File: src/rtl/osd_pkg.sv
// osd_pkg: shared geometry, control codes and state encodings for the OSD console.
package osd_pkg;
    localparam int COLS = 32;
    localparam int ROWS = 8;
    localparam int ADDR_W = 8;
    localparam int X_W = $clog2(COLS);
    localparam int Y_W = $clog2(ROWS);
    localparam logic [7:0] BLANK = 8'h20;
    localparam logic [7:0] CC_BS = 8'h08;
    localparam logic [7:0] CC_LF = 8'h0A;
    localparam logic [7:0] CC_FF = 8'h0C;
    localparam logic [7:0] CC_CR = 8'h0D;
    localparam logic [7:0] CC_SO = 8'h0E;
    localparam logic [7:0] CC_SI = 8'h0F;
    localparam logic [7:0] CC_HOME = 8'h1E;
    typedef enum logic {ST_IDLE, ST_CLEAR} state_t;
    typedef enum logic [2:0] {OP_NONE, OP_ADV, OP_CR, OP_LF, OP_BS, OP_HOME, OP_ZERO} cur_op_t;
endpackage

File: src/rtl/osd_if.sv
// osd_if: host byte stream, screen-buffer write port and status of the OSD console.
//   master: host side (drives ce, in_data, in_valid)
//   slave : console side (drives in_ready, wr_*, cursor_*, busy)
interface osd_if;
    import osd_pkg::*;
    logic ce;
    logic [7:0] in_data;
    logic in_valid;
    logic in_ready;
    logic [ADDR_W-1:0] wr_addr;
    logic [7:0] wr_data;
    logic wr_en;
    logic [X_W-1:0] cursor_x;
    logic [Y_W-1:0] cursor_y;
    logic busy;
    modport master (
        output ce, in_data, in_valid,
        input in_ready, wr_addr, wr_data, wr_en, cursor_x, cursor_y, busy
    );
    modport slave (
        input ce, in_data, in_valid,
        output in_ready, wr_addr, wr_data, wr_en, cursor_x, cursor_y, busy
    );
endinterface

File: src/rtl/osd_cursor.sv
// osd_cursor: text cursor x/y registers with wrap-around cursor operations.
//   clk, reset_n : clock, async active-low reset
//   ce_i         : clock enable
//   op_i         : cursor operation applied on a ce edge
//   x_o, y_o     : current column / row
module osd_cursor
    import osd_pkg::*;
(
    input  logic           clk,
    input  logic           reset_n,
    input  logic           ce_i,
    input  cur_op_t        op_i,
    output logic [X_W-1:0] x_o,
    output logic [Y_W-1:0] y_o
);
    logic [X_W-1:0] x_q, x_d;
    logic [Y_W-1:0] y_q, y_d;

    // Field widths match the window size, so plain +/- 1 gives the wrap.
    always_comb begin
        x_d = x_q;
        y_d = y_q;
        case (op_i)
            OP_ADV: begin
                x_d = x_q + X_W'(1);
                y_d = (x_q == X_W'(COLS - 1)) ? y_q + Y_W'(1) : y_q;
            end
            OP_CR: x_d = '0;
            OP_LF: y_d = y_q + Y_W'(1);
            OP_BS: begin
                x_d = x_q - X_W'(1);
                y_d = (x_q == '0) ? y_q - Y_W'(1) : y_q;
            end
            OP_HOME, OP_ZERO: begin
                x_d = '0;
                y_d = '0;
            end
            default: ;
        endcase
    end

    always_ff @(posedge clk or negedge reset_n) begin
        if (!reset_n) begin
            x_q <= '0;
            y_q <= '0;
        end else if (ce_i) begin
            x_q <= x_d;
            y_q <= y_d;
        end
    end

    assign x_o = x_q;
    assign y_o = y_q;
endmodule

File: src/rtl/osd_console.sv
// osd_console: turns a character/control byte stream into screen-buffer writes.
//   clk, reset_n : clock, async active-low reset (reset always runs a full clear)
//   bus          : osd_if slave -- ce, in_data/in_valid/in_ready, wr_addr/wr_data/wr_en,
//                  cursor_x/cursor_y, busy
module osd_console
    import osd_pkg::*;
(
    input logic clk,
    input logic reset_n,
    osd_if.slave bus
);
    state_t state_q, state_d;
    logic [ADDR_W-1:0] clr_q, clr_d;
    logic inv_q, inv_d;
    logic wr_en_q, wr_en_d;
    logic [ADDR_W-1:0] wr_addr_q, wr_addr_d;
    logic [7:0] wr_data_q, wr_data_d;
    cur_op_t op;
    logic [X_W-1:0] cur_x;
    logic [Y_W-1:0] cur_y;

    osd_cursor u_cursor (
        .clk(clk),
        .reset_n(reset_n),
        .ce_i(bus.ce),
        .op_i(op),
        .x_o(cur_x),
        .y_o(cur_y)
    );

    // wr_en defaults low every cycle so each write is a single-cycle pulse,
    // even when ce stays low afterwards.
    always_comb begin
        state_d = state_q;
        clr_d = clr_q;
        inv_d = inv_q;
        wr_en_d = 1'b0;
        wr_addr_d = wr_addr_q;
        wr_data_d = wr_data_q;
        op = OP_NONE;
        if (bus.ce) begin
            if (state_q == ST_CLEAR) begin
                wr_en_d = 1'b1;
                wr_addr_d = clr_q;
                wr_data_d = BLANK;
                clr_d = clr_q + ADDR_W'(1);
                if (clr_q == '1) begin
                    state_d = ST_IDLE;
                    op = OP_ZERO;
                end
            end else if (bus.in_valid) begin
                if (bus.in_data >= 8'h20) begin
                    wr_en_d = 1'b1;
                    wr_addr_d = {cur_y, cur_x};
                    wr_data_d = {bus.in_data[7] | inv_q, bus.in_data[6:0]};
                    op = OP_ADV;
                end else begin
                    case (bus.in_data)
                        CC_CR:   op = OP_CR;
                        CC_LF:   op = OP_LF;
                        CC_BS:   op = OP_BS;
                        CC_HOME: op = OP_HOME;
                        CC_SO:   inv_d = 1'b1;
                        CC_SI:   inv_d = 1'b0;
                        CC_FF: begin
                            state_d = ST_CLEAR;
                            clr_d = '0;
                            inv_d = 1'b0;
                        end
                        default: ;
                    endcase
                end
            end
        end
    end

    always_ff @(posedge clk or negedge reset_n) begin
        if (!reset_n) begin
            state_q <= ST_CLEAR;
            clr_q <= '0;
            inv_q <= 1'b0;
            wr_en_q <= 1'b0;
            wr_addr_q <= '0;
            wr_data_q <= BLANK;
        end else begin
            state_q <= state_d;
            clr_q <= clr_d;
            inv_q <= inv_d;
            wr_en_q <= wr_en_d;
            wr_addr_q <= wr_addr_d;
            wr_data_q <= wr_data_d;
        end
    end

    assign bus.in_ready = (state_q == ST_IDLE);
    assign bus.busy = (state_q == ST_CLEAR);
    assign bus.wr_en = wr_en_q;
    assign bus.wr_addr = wr_addr_q;
    assign bus.wr_data = wr_data_q;
    assign bus.cursor_x = cur_x;
    assign bus.cursor_y = cur_y;
endmodule

File: src/flat_wrapper.sv
// flat-port wrapper written by rule: the top's interface ports become plain ports
module osd_console_flat import osd_pkg::*;
  (clk, reset_n, bus_ce, bus_in_data, bus_in_valid, bus_in_ready, bus_wr_addr, bus_wr_data, bus_wr_en, bus_cursor_x, bus_cursor_y, bus_busy);
  osd_if bus_i ();
  input logic clk;
  input logic reset_n;
  input wire logic [$bits(bus_i.ce)-1:0] bus_ce;
  input wire logic [$bits(bus_i.in_data)-1:0] bus_in_data;
  input wire logic [$bits(bus_i.in_valid)-1:0] bus_in_valid;
  output wire logic [$bits(bus_i.in_ready)-1:0] bus_in_ready;
  output wire logic [$bits(bus_i.wr_addr)-1:0] bus_wr_addr;
  output wire logic [$bits(bus_i.wr_data)-1:0] bus_wr_data;
  output wire logic [$bits(bus_i.wr_en)-1:0] bus_wr_en;
  output wire logic [$bits(bus_i.cursor_x)-1:0] bus_cursor_x;
  output wire logic [$bits(bus_i.cursor_y)-1:0] bus_cursor_y;
  output wire logic [$bits(bus_i.busy)-1:0] bus_busy;
  assign bus_i.ce = bus_ce;
  assign bus_i.in_data = bus_in_data;
  assign bus_i.in_valid = bus_in_valid;
  assign bus_in_ready = bus_i.in_ready;
  assign bus_wr_addr = bus_i.wr_addr;
  assign bus_wr_data = bus_i.wr_data;
  assign bus_wr_en = bus_i.wr_en;
  assign bus_cursor_x = bus_i.cursor_x;
  assign bus_cursor_y = bus_i.cursor_y;
  assign bus_busy = bus_i.busy;
  osd_console u_core (.clk(clk), .reset_n(reset_n), .bus(bus_i));
endmodule
File: config.mk
export PLATFORM = sky130hd
export DESIGN_NAME = osd_console_flat
export DESIGN_NICKNAME = d
export VERILOG_FILES = /design/src/rtl/osd_pkg.sv /design/src/rtl/osd_if.sv /design/src/rtl/osd_cursor.sv /design/src/rtl/osd_console.sv /design/src/flat_wrapper.sv
export SDC_FILE = /design/constraint.sdc
export NUM_CORES = 1
export LEC_CHECK = 0
export BUFFER_PORTS_ARGS = -buffer_cell sky130_fd_sc_hd__buf_2
export CAP_MARGIN = 20
export CORE_MARGIN = 2
export CORE_UTILIZATION = 30
export CTS_BUF_LIST = sky130_fd_sc_hd__clkbuf_16
export CTS_CLUSTER_SIZE = 12
export DETAILED_ROUTE_END_ITERATION = 6
export GPL_TIMING_DRIVEN = 0
export HOLD_SLACK_MARGIN = 0.12
export PLACE_DENSITY_LB_ADDON = 0.2
export SLEW_MARGIN = 20
export SYNTH_ARGS = -nofsm -noshare
export SYNTH_HDL_FRONTEND = slang
export SYNTH_HIERARCHICAL = 1
export SYNTH_SLANG_ARGS = --single-unit
File: constraint.sdc
create_clock -name clk -period 3.45 [get_ports clk]
set_clock_uncertainty 0.2 [all_clocks]
set_input_delay 0.69 -clock clk [delete_from_list [all_inputs] [get_ports clk]]
set_output_delay 0.69 -clock clk [all_outputs]
set_load 0.1 [all_outputs]
Word level (Yosys, flattened, before mapping)
Cells that the tools add are included.

Add/subtract/negate cells: 5. Order comparisons: 1. Equal/unequal tests: 18. Mux-type cells: 30. Bitwise logic cells: 3. Reductions and logical operators: 15.

Operator list (count): 8-bit 2-to-1 mux (10); 8-bit by 4-bit equality test with 1-bit output, second input constant (6); 3-bit case mux with 4 select lines (2); 3-bit 2-to-1 mux (7); 5-bit case mux with 3 select lines (1); 3-bit equality test, second input constant (3); 1-bit 2-to-1 mux (9); 8-bit by 1-bit adder with 8-bit output, second input constant (1); 8-bit by 5-bit equality test with 1-bit output, second input constant (1); 8-bit equality test, second input constant (1); 8-bit by 6-bit >= comparator with 1-bit output, second input constant (1); 4-bit AND reduction (2); 2-bit nonzero test (4); 3-bit by 2-bit equality test with 1-bit output, second input constant (2); 5-bit by 1-bit adder with 5-bit output, second input constant (1); 5-bit equality test, second input constant (1); 5-bit zero test (1); 5-bit AND reduction (1); 5-bit by 1-bit subtractor with 5-bit output, second input constant (1); 2-bit inequality test, second input constant (2); 4-bit nonzero test (1); 2-bit OR reduction (2); 3-bit by 1-bit adder with 3-bit output, second input constant (1); 3-bit by 1-bit equality test with 1-bit output, second input constant (1); 9 further kinds (10).

Register bits after elaboration: 35. Output and inout port bits: 27. Logic and storage cells: 80.

Logic depth before layout (Yosys ltp)
Word-level depth: 10. Mapped depth: 14.

Cells and area by module
Netlist, hierarchy kept.

Modules (own cells, without submodules): osd_console (times used 1, cells each 154, area each 1411.4 µm²); osd_cursor (times used 1, cells each 90, area each 757.0 µm²).

Least setup slack after synthesis
OpenSTA, ideal clock, no wires.

Path type: register -> register. Start point: register u_core.state_q (netlist: u_core/bus.busy). End point: register u_core.u_cursor.x_q[4] (netlist: u_core/u_cursor/x_o[4]). Setup time: 138 ps. Arrival: 3849 ps. Required time: 3112 ps. Slack: -737 ps. Stages on the path, launching flop included: 12. Path through: dfstp_2 buf_2 clkinv_1 a21oi_1 clkbuf_1 nand2_1 xnor2_1 ha_1 and3_1 mux2_2 a22oi_1 o211ai_1.

Word-level cells in the longest chain between the ends: 6. Elaborated cells between the ends (all ways): 11.

RTL lines: start: declaration (line osd_console.sv:12) `state_t state_q, state_d;`; start signal: assignment (line osd_console.sv:86) `state_q <= state_d;`; 3-bit 2-to-1 mux * (line osd_console.sv:42) `if (state_q == ST_CLEAR) begin`; 3-bit 2-to-1 mux * (line osd_console.sv:41) `if (bus.ce) begin`; via u_core.op[2] (line osd_console.sv:18) `cur_op_t op;`; 3-bit equality test / 3-bit by 2-bit equality test with 1-bit output (equally long branches) (line osd_cursor.sv:23) `case (op_i)`; 3-bit OR reduction (no source line); 3-bit nonzero test (no source line); 2-bit AND reduction (no source line); end signal: assignment (line osd_cursor.sv:44) `x_q <= '0;`; end signal: assignment (line osd_cursor.sv:47) `x_q <= x_d;`; end: declaration (line osd_cursor.sv:16) `logic [X_W-1:0] x_q, x_d;`.

The timed path passes the listed nets; every way through them passes the cells marked *. A chain may end at the register's enable or synchronous reset.

Worst setup path after layout
Start point: input port bus_in_data[1]. End point: register u_core.u_cursor.x_q[4] (netlist: u_core/u_cursor/x_o[4]).

Word-level cells in the longest chain between the ends: 10. Elaborated cells between the ends (all ways): 19.

RTL lines: start: declaration (line flat_wrapper.sv:8) `input wire logic [$bits(bus_i.in_data)-1:0] bus_in_data;`; parallel branches: the longest is 2 deep, another holds 8-bit by 6-bit >= comparator with 1-bit output; 3-bit 2-to-1 mux * (line osd_console.sv:52) `if (bus.in_data >= 8'h20) begin`; 3-bit 2-to-1 mux * (line osd_console.sv:51) `end else if (bus.in_valid) begin`; 3-bit 2-to-1 mux * (line osd_console.sv:42); 3-bit 2-to-1 mux * (line osd_console.sv:41); via u_core.op[2] (line osd_console.sv:18); 3-bit equality test / 3-bit by 2-bit equality test with 1-bit output (equally long branches) (line osd_cursor.sv:23); 3-bit OR reduction (no source line); 3-bit nonzero test (no source line); 2-bit AND reduction (no source line).

Mark *: on every way through the listed nets, which the timed path passes.

==> impl_metrics.csv <==
group,metric,value,unit
grt,grt_pass1_wl,9.23,mm
sta,setup_viol,0,
flow_run,max_cap_viol_count,0,
yosys,avgSynthCellArea,8.89,µm²
drt,vias,1917,
clock_network,cts_root_buf,"clkbuf_16",
yosys,ys_seq_area_frac,0.405,
clock_network,cts_hold_buf,0,
grt,overflow,0,
power_and_ir_drop,p_per_area,846,nW/µm²
sta,hold_violations,0,
outcome,status,"finished clean",
sta,maxSlewHeadroom,0.461,
clock_network,cts_tree,"built",
grt,track_usage,0.151,
setup_path,startpoint,"bus_in_data[1]",
sta,max_freq,306,MHz
final_layout,fillers,734,
setup_path,r2r-start,"u_core/clr_q[0]",
setup_path,slowest_stage,"or3_1",
grt,antenna_found_initial,0,
yosys,syn_inst,244,
setup_path,crit_family,"simple AND/OR/NAND/NOR gates",
sta,post-route-min-period,3.26,ns
setup_path,start_kind,"primary input",
clock_network,clk_pin_slew_worst_paths,0.06,ns
placement,gp_congestion,0.805,
floorplanning,boundaryPins,39,
hold_path,worstHoldStart,"u_core/bus.wr_addr[3]",
placement,place_hpwl,4.04,mm
grt,grt_max_degree,36,
final_layout,multi_input_area,1200,µm²
yosys,synth_top_area_frac,0.381,
yosys,yosys_warnings,6,
clock_network,cts_made_buffers,5,
floorplanning,die_h,89.0,µm
yosys,synth-edff-count,0,
clock_network,clkSinkCount,35,
clock_network,htreeDepth,2,
sta,slew_violations,0,
power_and_ir_drop,ir_drop,332,µV
floorplanning,fp-row-count,30,
yosys,yosys-top-cells-count,"nand2_1, dfrtp_1, o21ai_0, nand3_1, buf_2",
setup_path,critPathBufInv,2,
clock_network,clock_latency,0.28,ns
drt,wirelength,5.49,mm
drt,drt-vias-per-instance,4.98,
final_layout,syn2layout_area_growth,22.2,%
drt,dr.pass1.iters,4,
placement,dpl.cell_count,377,
sta,finalCritPeriodShare,0.946,
clock_network,clock_path_buffers,2,
sta,worst_pin_slew,0.809,ns
yosys,netlist_area,2170,µm²
final_layout,fin_cells,385,
final_layout,finalNetCount,303,
setup_path,cp.required,3.38,ns
yosys,synth_ff_type,"dfrtp_1",
floorplanning,die_w,89.0,µm
floorplanning,dieArea,7920,µm²
final_layout,diodes,0,
hold_path,holdCritPathClass,"flip-flop to flip-flop",
setup_path,crit_chain,"buf_2, or3_1, a211o_1, a21oi_1, buf_4, nand2_1, xnor2_1, ha_2, and3_1, mux2_2, a22oi_1, o211ai_1",
placement,io_buffer_count,37,
grt,grt_pass1_vias,1807,
setup_path,cp_max_fo,10,
floorplanning,initial_core_util,0.314,
drt,wl_per_cell,14.2,µm
final_layout,drive_above_1_share,0.253,
final_layout,regArea,882,µm²
yosys,synth_nets,259,
setup_path,critPathCaptureType,"flip-flop",
setup_path,critical-path-max-stage-delay,0.37,ns
sta,hold_ws,0.271,ns
drt,drc,0,
drt,drtAntennaViolNets,0,
drt,drt_iter0_markers,155,
yosys,post-synth-top-count-cell,"nand2_1",
yosys,synth_seq_cells,35,
yosys,yosysTopAreaCell,"dfrtp_1",
floorplanning,coreArea,6910,µm²
yosys,ys_top_cells_by_area,"dfrtp_1, o21ai_0, nand2_1",
yosys,yosys.cell_types.count,55,
yosys,synth_async_sr_flop_share,1.00,
setup_path,path_class,"primary input to flip-flop",
setup_path,critPathArrivalTime,3.20,ns
power_and_ir_drop,power_leakage,1.18,nW
sta,rsz0062_at_grt,"no",
## layout make-up
cell class                      count  share of cell area
Buffer                             15              0.0316
Clock buffer                        5              0.0472
Clock inverter                      3             0.00614
Inverter                            6              0.0104
Multi-Input combinational cell    187               0.453
Sequential cell                    35               0.333
Tap cell                           96              0.0453
Timing Repair Buffer               38              0.0727
## metal layers
layer | GRT usage | vias up | part of all wire
met5 | 0 | - | 0
met4 | 0.0285 | 0 | 0.0047
met3 | 0.0259 | 2 | 0.047
met2 | 0.233 | 35 | 0.46
met1 | 0.223 | 897 | 0.49
li1 | - | 983 | -
## cells in the final DEF (no fill, tap or decap), types with 3 or more instances in the layout
master / netlist / final
a21oi_1: 8 / 8
a31oi_1: 6 / 6
buf_2: 9 / 44
buf_4: 0 / 4
clkbuf_1: 5 / 4
clkbuf_16: 0 / 5
dfrtp_1: 33 / 33
inv_1: 5 / 6
mux2i_1: 8 / 8
nand2_1: 37 / 37
nand2b_1: 5 / 5
nand3_1: 11 / 11
nand3b_1: 3 / 3
nand4_1: 4 / 4
nor2_1: 7 / 6
nor2b_1: 6 / 6
o211ai_1: 6 / 6
o21ai_0: 29 / 29
o31ai_1: 4 / 4
or3_1: 3 / 3
or4_1: 3 / 3
## worst paths after layout
check	endpoint	slack, ns	depth (start not counted)
worst max-delay path	u_core/u_cursor/x_o[4]	0.19	12
worst min-delay path	u_core/bus.wr_addr[3]	0.27	2
worst max register to register	u_core/u_cursor/x_o[4]	0.26	14
worst min register to register	u_core/bus.wr_addr[3]	0.27	2
max in group asynchronous	u_core/u_cursor/y_o[0]	2.23	1
min in group asynchronous	u_core/bus.wr_data[6]	0.31	1
## flip-flops by register name, indices dropped and copies added (netlist names)
register	count
u_core/clr_q	8
u_core/bus.busy	1
u_core/inv_q	1
u_core/u_cursor/x_o	5
u_core/bus.wr_addr	8
u_core/bus.wr_data	8
u_core/u_cursor/y_o	3
u_core/bus.wr_en	1
## worst register-to-register path: stages, from the launching register on
cell and delay [ns]:
dfrtp_1 0.41, ha_2 0.25, nand3_1 0.08, o21ai_0 0.19, nand2_1 0.13, nor2_2 0.18
buf_4 0.21, nor2_4 0.08, nand2_1 0.18, xnor2_1 0.15, ha_2 0.22, and3_1 0.20
mux2_2 0.34, a22oi_1 0.13, o211ai_1 0.09
## power breakdown
| part | total [mW] | internal, mW | switching, mW |
|---|---|---|---|
| Combinational | 1.15 | 0.278 | 0.869 |
| Clock | 0.431 | 0.263 | 0.167 |
| Sequential | 0.663 | 0.524 | 0.139 |
## stage by stage
step / area, µm² / worst slack [ns] / util / TNS [ns] / total power, mW
after CTS: 2630 / 0.0323 / 0.381 / 0 / 2.25
after floorplan: 2180 / 0.0694 / - / 0 / 1.58
after detailed placement: 2480 / -0.254 / 0.360 / -0.289 / 1.81
after global routing: 2650 / 0.0180 / 0.384 / 0 / 2.38
final: 2650 / 0.185 / 0.384 / 0 / 2.24
after global placement: 2480 / -0.229 / 0.360 / -0.246 / 1.79
## cells by family (layout without fill, tap and decap cells)
group           count (synthesis)  in the layout  share of synthesized area
buf+inv                        22             67                     0.0467
mux                            12             12                     0.0612
compound gates                 73             73                      0.220
xor+xnor                        4              4                     0.0162
simple gates                   95             95                      0.234
fa+ha+maj                       3              3                     0.0173
flops                          35             35                      0.405
## repair_timing
action	4_1_cts	5_1_grt
buffers inserted	0	1
pin swaps	0	0
setup endpoints to repair	1	2
resized for setup	2	8
Note: power is estimated with default switching activity, not from simulation.
